[config.mk]
export PLATFORM = sky130hd
export DESIGN_NAME = mux_32_8
export DESIGN_NICKNAME = d
export VERILOG_FILES = /design/src/rtl/pci_phy_pkg.sv /design/src/rtl/word_hold_reg.sv /design/src/rtl/mux_32_8.sv
export SDC_FILE = /design/constraint.sdc
export NUM_CORES = 1
export LEC_CHECK = 0
export ABC_AREA = 1
export CAP_MARGIN = 15
export CORE_MARGIN = 2
export CORE_UTILIZATION = 51
export CTS_BUF_LIST = sky130_fd_sc_hd__clkbuf_16
export DETAILED_ROUTE_END_ITERATION = 10
export PLACE_DENSITY_LB_ADDON = 0.25
export SLEW_MARGIN = 20
export SYNTH_ARGS = -nofsm -noshare
export SYNTH_HDL_FRONTEND = slang
export SYNTH_HIERARCHICAL = 1
export SYNTH_SLANG_ARGS = --single-unit
[constraint.sdc]
create_clock -name clk_4f -period 4.8 [get_ports clk_4f]
set_clock_uncertainty 0.15 [all_clocks]
set_input_delay 1.44 -clock clk_4f [delete_from_list [all_inputs] [get_ports clk_4f]]
set_output_delay 1.44 -clock clk_4f [all_outputs]
set_load 0.02 [all_outputs]
[src/rtl/pci_phy_pkg.sv]
// Shared PCIe PHY datapath constants and lane helpers, used by mux_32_8 and demux_8_32.
package pci_phy_pkg;
   localparam int WORD_W = 32;
   localparam int LANE_W = 8;
   localparam int LANES  = 4;
   localparam int IDX_W  = $clog2(LANES);

   // Byte k of a word in transmit order; MSB-first counts lanes down from the top.
   function automatic logic [LANE_W-1:0] lane_sel(input logic [WORD_W-1:0] word,
                                                   input logic [IDX_W-1:0]  k,
                                                   input logic              msb_first);
      logic [IDX_W-1:0] pos;
      pos = msb_first ? (IDX_W'(LANES - 1) - k) : k;
      return word[pos*LANE_W +: LANE_W];
   endfunction
endpackage

[src/rtl/word_hold_reg.sv]
// One-word holding register that lets the serializer take the next word while
// the current one is still shifting out.
module word_hold_reg
   import pci_phy_pkg::*;
(
   input  logic              clk_4f,
   input  logic              reset,
   input  logic              load,
   input  logic              clear,
   input  logic [WORD_W-1:0] d,
   output logic [WORD_W-1:0] q,
   output logic              valid
);

   // Occupancy flag; load wins over clear, although the top never asks for both.
   always_ff @(posedge clk_4f) begin
      if (!reset) begin
         valid <= 1'b0;
      end else if (load) begin
         valid <= 1'b1;
      end else if (clear) begin
         valid <= 1'b0;
      end else begin
         valid <= valid;
      end
   end

   // Data payload; contents are meaningless while valid is low, so no reset.
   always_ff @(posedge clk_4f) begin
      if (load) begin
         q <= d;
      end else begin
         q <= q;
      end
   end

endmodule

[src/rtl/mux_32_8.sv]
// Word-to-byte serializer: 32-bit valid/ready words out as four aligned,
// contiguous bytes at the clk_4f rate with a byte-valid qualifier.
module mux_32_8
   import pci_phy_pkg::*;
#(
   parameter logic              MSB_FIRST = 1'b1,
   parameter logic [LANE_W-1:0] IDLE_BYTE = 8'h00
) (
   input  logic              clk_4f,
   input  logic              reset,
   input  logic [WORD_W-1:0] data_in,
   input  logic              valid_in,
   output logic              ready_out,
   output logic [LANE_W-1:0] data_out,
   output logic              valid_out
);

   localparam logic [IDX_W-1:0] LAST_IDX = IDX_W'(LANES - 1);

   logic [WORD_W-1:0] sreg_r;
   logic [WORD_W-1:0] sreg_nxt_s;
   logic [WORD_W-1:0] pend_s;
   logic [IDX_W-1:0]  cnt_r;
   logic [IDX_W-1:0]  cnt_nxt_s;
   logic              busy_r;
   logic              busy_nxt_s;
   logic              pend_valid_s;
   logic              pend_load_s;
   logic              pend_clear_s;
   logic              accept_s;
   logic [LANE_W-1:0] data_nxt_s;
   logic              valid_nxt_s;

   // No path from valid_in: ready depends only on reset and the holding flag.
   assign ready_out = reset & ~pend_valid_s;
   assign accept_s  = valid_in & ready_out;

   word_hold_reg u_hold (
      .clk_4f (clk_4f),
      .reset  (reset),
      .load   (pend_load_s),
      .clear  (pend_clear_s),
      .d      (data_in),
      .q      (pend_s),
      .valid  (pend_valid_s)
   );

   // IDLE/SEND control and next-byte selection.
   always_comb begin
      sreg_nxt_s   = sreg_r;
      cnt_nxt_s    = cnt_r;
      busy_nxt_s   = busy_r;
      data_nxt_s   = IDLE_BYTE;
      valid_nxt_s  = 1'b0;
      pend_load_s  = 1'b0;
      pend_clear_s = 1'b0;
      if (!busy_r) begin
         if (accept_s) begin
            sreg_nxt_s  = data_in;
            data_nxt_s  = lane_sel(data_in, '0, MSB_FIRST);
            valid_nxt_s = 1'b1;
            cnt_nxt_s   = '0;
            busy_nxt_s  = 1'b1;
         end else begin
            busy_nxt_s = 1'b0;
         end
      end else if (cnt_r != LAST_IDX) begin
         cnt_nxt_s   = cnt_r + IDX_W'(1);
         data_nxt_s  = lane_sel(sreg_r, cnt_r + IDX_W'(1), MSB_FIRST);
         valid_nxt_s = 1'b1;
         pend_load_s = accept_s;
      end else if (pend_valid_s) begin
         sreg_nxt_s   = pend_s;
         data_nxt_s   = lane_sel(pend_s, '0, MSB_FIRST);
         valid_nxt_s  = 1'b1;
         cnt_nxt_s    = '0;
         pend_clear_s = 1'b1;
      end else if (accept_s) begin
         sreg_nxt_s  = data_in;
         data_nxt_s  = lane_sel(data_in, '0, MSB_FIRST);
         valid_nxt_s = 1'b1;
         cnt_nxt_s   = '0;
      end else begin
         busy_nxt_s = 1'b0;
      end
   end

   // State and registered byte outputs; reset drops any word in flight.
   always_ff @(posedge clk_4f) begin
      if (!reset) begin
         sreg_r    <= '0;
         cnt_r     <= '0;
         busy_r    <= 1'b0;
         data_out  <= IDLE_BYTE;
         valid_out <= 1'b0;
      end else begin
         sreg_r    <= sreg_nxt_s;
         cnt_r     <= cnt_nxt_s;
         busy_r    <= busy_nxt_s;
         data_out  <= data_nxt_s;
         valid_out <= valid_nxt_s;
      end
   end

endmodule

==> flow_summary_export.csv <==
group,metric,value,unit
placement,gp_congestion,0.885,
floorplan,die_w,87.0,um
floorplan,ios,45,
logic_synthesis,synth_top_area_cell,"edfxtp_1",
layout,n_antenna_cell,0,
route,wire_per_inst,13.8,um
timing,setup_viol,0,
clock_network,cts_tree,"yes",
logic_synthesis,synth_common_cells,"nand2_1 (125), a21oi_1 (47), dfxtp_1 (44), nor2_1 (41), inv_1 (39)",
timing,rsz0062_at_grt,"no",
clock_network,cts_hold_buf,0,
clock_network,h-tree-depth,3,
logic_synthesis,synth_cells,442,
logic_synthesis,synth_seq_cells,76,
timing,tns,0,ps
logic_synthesis,ys_types,23,
route,first_iter_violations,226,
timing,slew_headroom,49.8,%
logic_synthesis,avgSynthCellArea,7.95,sq um
clock_network,path_clk_slew,50,ps
logic_synthesis,synth.most_common_cell,"nand2_1",
worst_setup_path,reg2reg_depth,7,
clock_network,cts_root_buffer,"clkbuf_16",
placement,port_buffers,44,
worst_setup_path,r2r_setup_slack,2160,ps
logic_synthesis,netlist_top_cells_area,"edfxtp_1 (27%), dfxtp_1 (25%), nand2_1 (13%)",
placement,dp_hpwl,4740,um
worst_setup_path,r2r_end,"sreg_r[15]",
clock_network,clk_latency,330,ps
layout,fillers,601,
route,routed_wl,7690,um
worst_setup_path,cp-end-kind,"output port",
global_route,gr-total-overflow,0,
clock_network,cts_max_path_buffers,2,
timing,holdWs,318,ps
power_and_ir_drop,p_leak,0.00175,uW
clock_network,cts_sinks,76,
timing,maxSlewViolCount,0,
route,via_per_inst,5.22,
timing,max_freq,0.225,GHz
outcome,status,"finished clean",
global_route,grt_pass1_vias,2733,
floorplan,coreArea,6720,sq um
worst_setup_path,critPathKind,"primary input to output port",
worst_setup_path,cp.required,3210,ps
flow_run,maxCapViolations,0,
logic_synthesis,synthArstFlopShare,0,%
logic_synthesis,synth_edf_count,32,
global_route,grt_first_pass_wirelength,12300,um
layout,nets,508,
power_and_ir_drop,powerDensity,371,nW/um^2
route,firstDrtPassIters,4,
route,drc_errors,0,
hold_path,hold_depth,2,
worst_setup_path,path_max_fanout,12,
clock_network,cts_setup_buffers,0,
worst_setup_path,worst_ep_arrival_time,2850,ps
route,vias,2907,
timing,finalCritPeriodShare,92.4,%
global_route,grt_max_degree,44,
floorplan,num_rows,30,
clock_network,postCtsResizedCells,0,
global_route,antenna_found_initial,0,
logic_synthesis,netlist.area_leader.share,27.4,%
route,drtAntennaViolNets,0,
floorplan,dieHeight,87.0,um
logic_synthesis,synth_fp_nets,478,
worst_setup_path,cp-start-kind,"primary input",
hold_path,min_from,"sreg_r[25]",
floorplan,die-area,7570,sq um
timing,hold_violations,0,
clock_network,cts_inserted_buffers,9,
global_route,grt_usage,21.2,%
hold_path,hp-class,"flip-flop to flip-flop",
hold_path,hold_path_end,"sreg_r[25]",
floorplan,initial_core_util,52.3,%
logic_synthesis,ys_seq_area_share,52.4,%
logic_synthesis,synth_area,3510,sq um
timing,fin_crit,4440,ps
timing,tightest_slew,751,ps
logic_synthesis,synth_flop_cell,"dfxtp_1",
logic_synthesis,synth_warnings,6,
layout,syn2layout_area_growth,19.3,%
power_and_ir_drop,ir_worst_vdd,0.000190,V
worst_setup_path,regToRegStartpoint,"cnt_r[0]",
layout,drive_gt1_share,4.61,%
==> where the power goes <==
group          internal [uW]  switching, uW  leakage (uW)
sequential               707           18.7      0.000651
combinational           84.3            115      0.000952
clock                    391            240      0.000146
total                   1180            373       0.00175
==> flip-flops by register name, indices dropped and copies added (netlist names) <==
register	count
sreg_r	32
u_hold/q	32
data_out	8
cnt_r	2
busy_r	1
u_hold/valid	1
==> metrics by stage <==
stage          instances  util, %  area, sq um  power (uW)  setup WS (ps)
3_5_place_dp         541     58.2         3910         937            356
6_report             557     62.4         4190        1560            363
5_1_grt              557     62.4         4190        1620            244
2_1_floorplan        442        -         3510         869            931
3_3_place_gp         541     58.2         3910         932            374
4_1_cts              557     62.4         4190        1560            347
==> worst max-delay path: stages <==
cell             delay (ps)
clkdlybuf4s50_1         470
inv_1                   180
nor2_1                  140
clkdlybuf4s50_1         610
==> worst max path at each step <==
stage / from / cells past startpoint / to
final: reset / 4 / ready_out
after global routing: reset / 4 / ready_out
after CTS: reset / 4 / ready_out
after detailed placement: reset / 4 / ready_out
after global placement: reset / 4 / ready_out
after floorplan: reset / 5 / ready_out
==> cell families (layout without fill, tap and decap cells) <==
| logic type | after synthesis | after routing | synth area share, % |
|---|---|---|---|
| adders and majority gates | 1 | 1 | 0.356 |
| AOI/OAI and AO/OA | 76 | 76 | 11.5 |
| buffers and inverters | 70 | 105 | 9.16 |
| DFF | 76 | 76 | 52.4 |
| and+or+nand+nor | 219 | 219 | 26.5 |
==> cells in the final DEF (no fill, tap or decap), drive strengths merged <==
master,n
bufinv,1
clkbuf,9
nor2,41
clkinv,3
buf,3
a21oi,48
nand2,128
and2,19
ha,1
clkdlybuf4s50,44
nand4,9
dfxtp,44
o21ai,20
edfxtp,32
o211ai,8
nand3,22
inv,45
==> final cells by class <==
cell class / count / area [sq um] / share of cell area [%]
inverters: 42 / 158 / 3.76
multi-input cells: 296 / 1350 / 32.2
clock inverters: 7 / 52.6 / 1.25
flip-flops and latches: 76 / 1840 / 43.9
clock buffers: 9 / 225 / 5.37
repair buffers: 47 / 463 / 11.0
well taps: 80 / 100 / 2.39
==> routing by layer <==
metal | vias up | part of all wire, % | GRT usage [%]
li1 | 1501 | - | -
met1 | 1313 | 44 | 26.8
met2 | 78 | 49 | 35.2
met3 | 15 | 4.6 | 3.03
met4 | 0 | 2.2 | 11.1
met5 | - | 0 | 0
No activity file was read; power rests on OpenSTA's default activity.
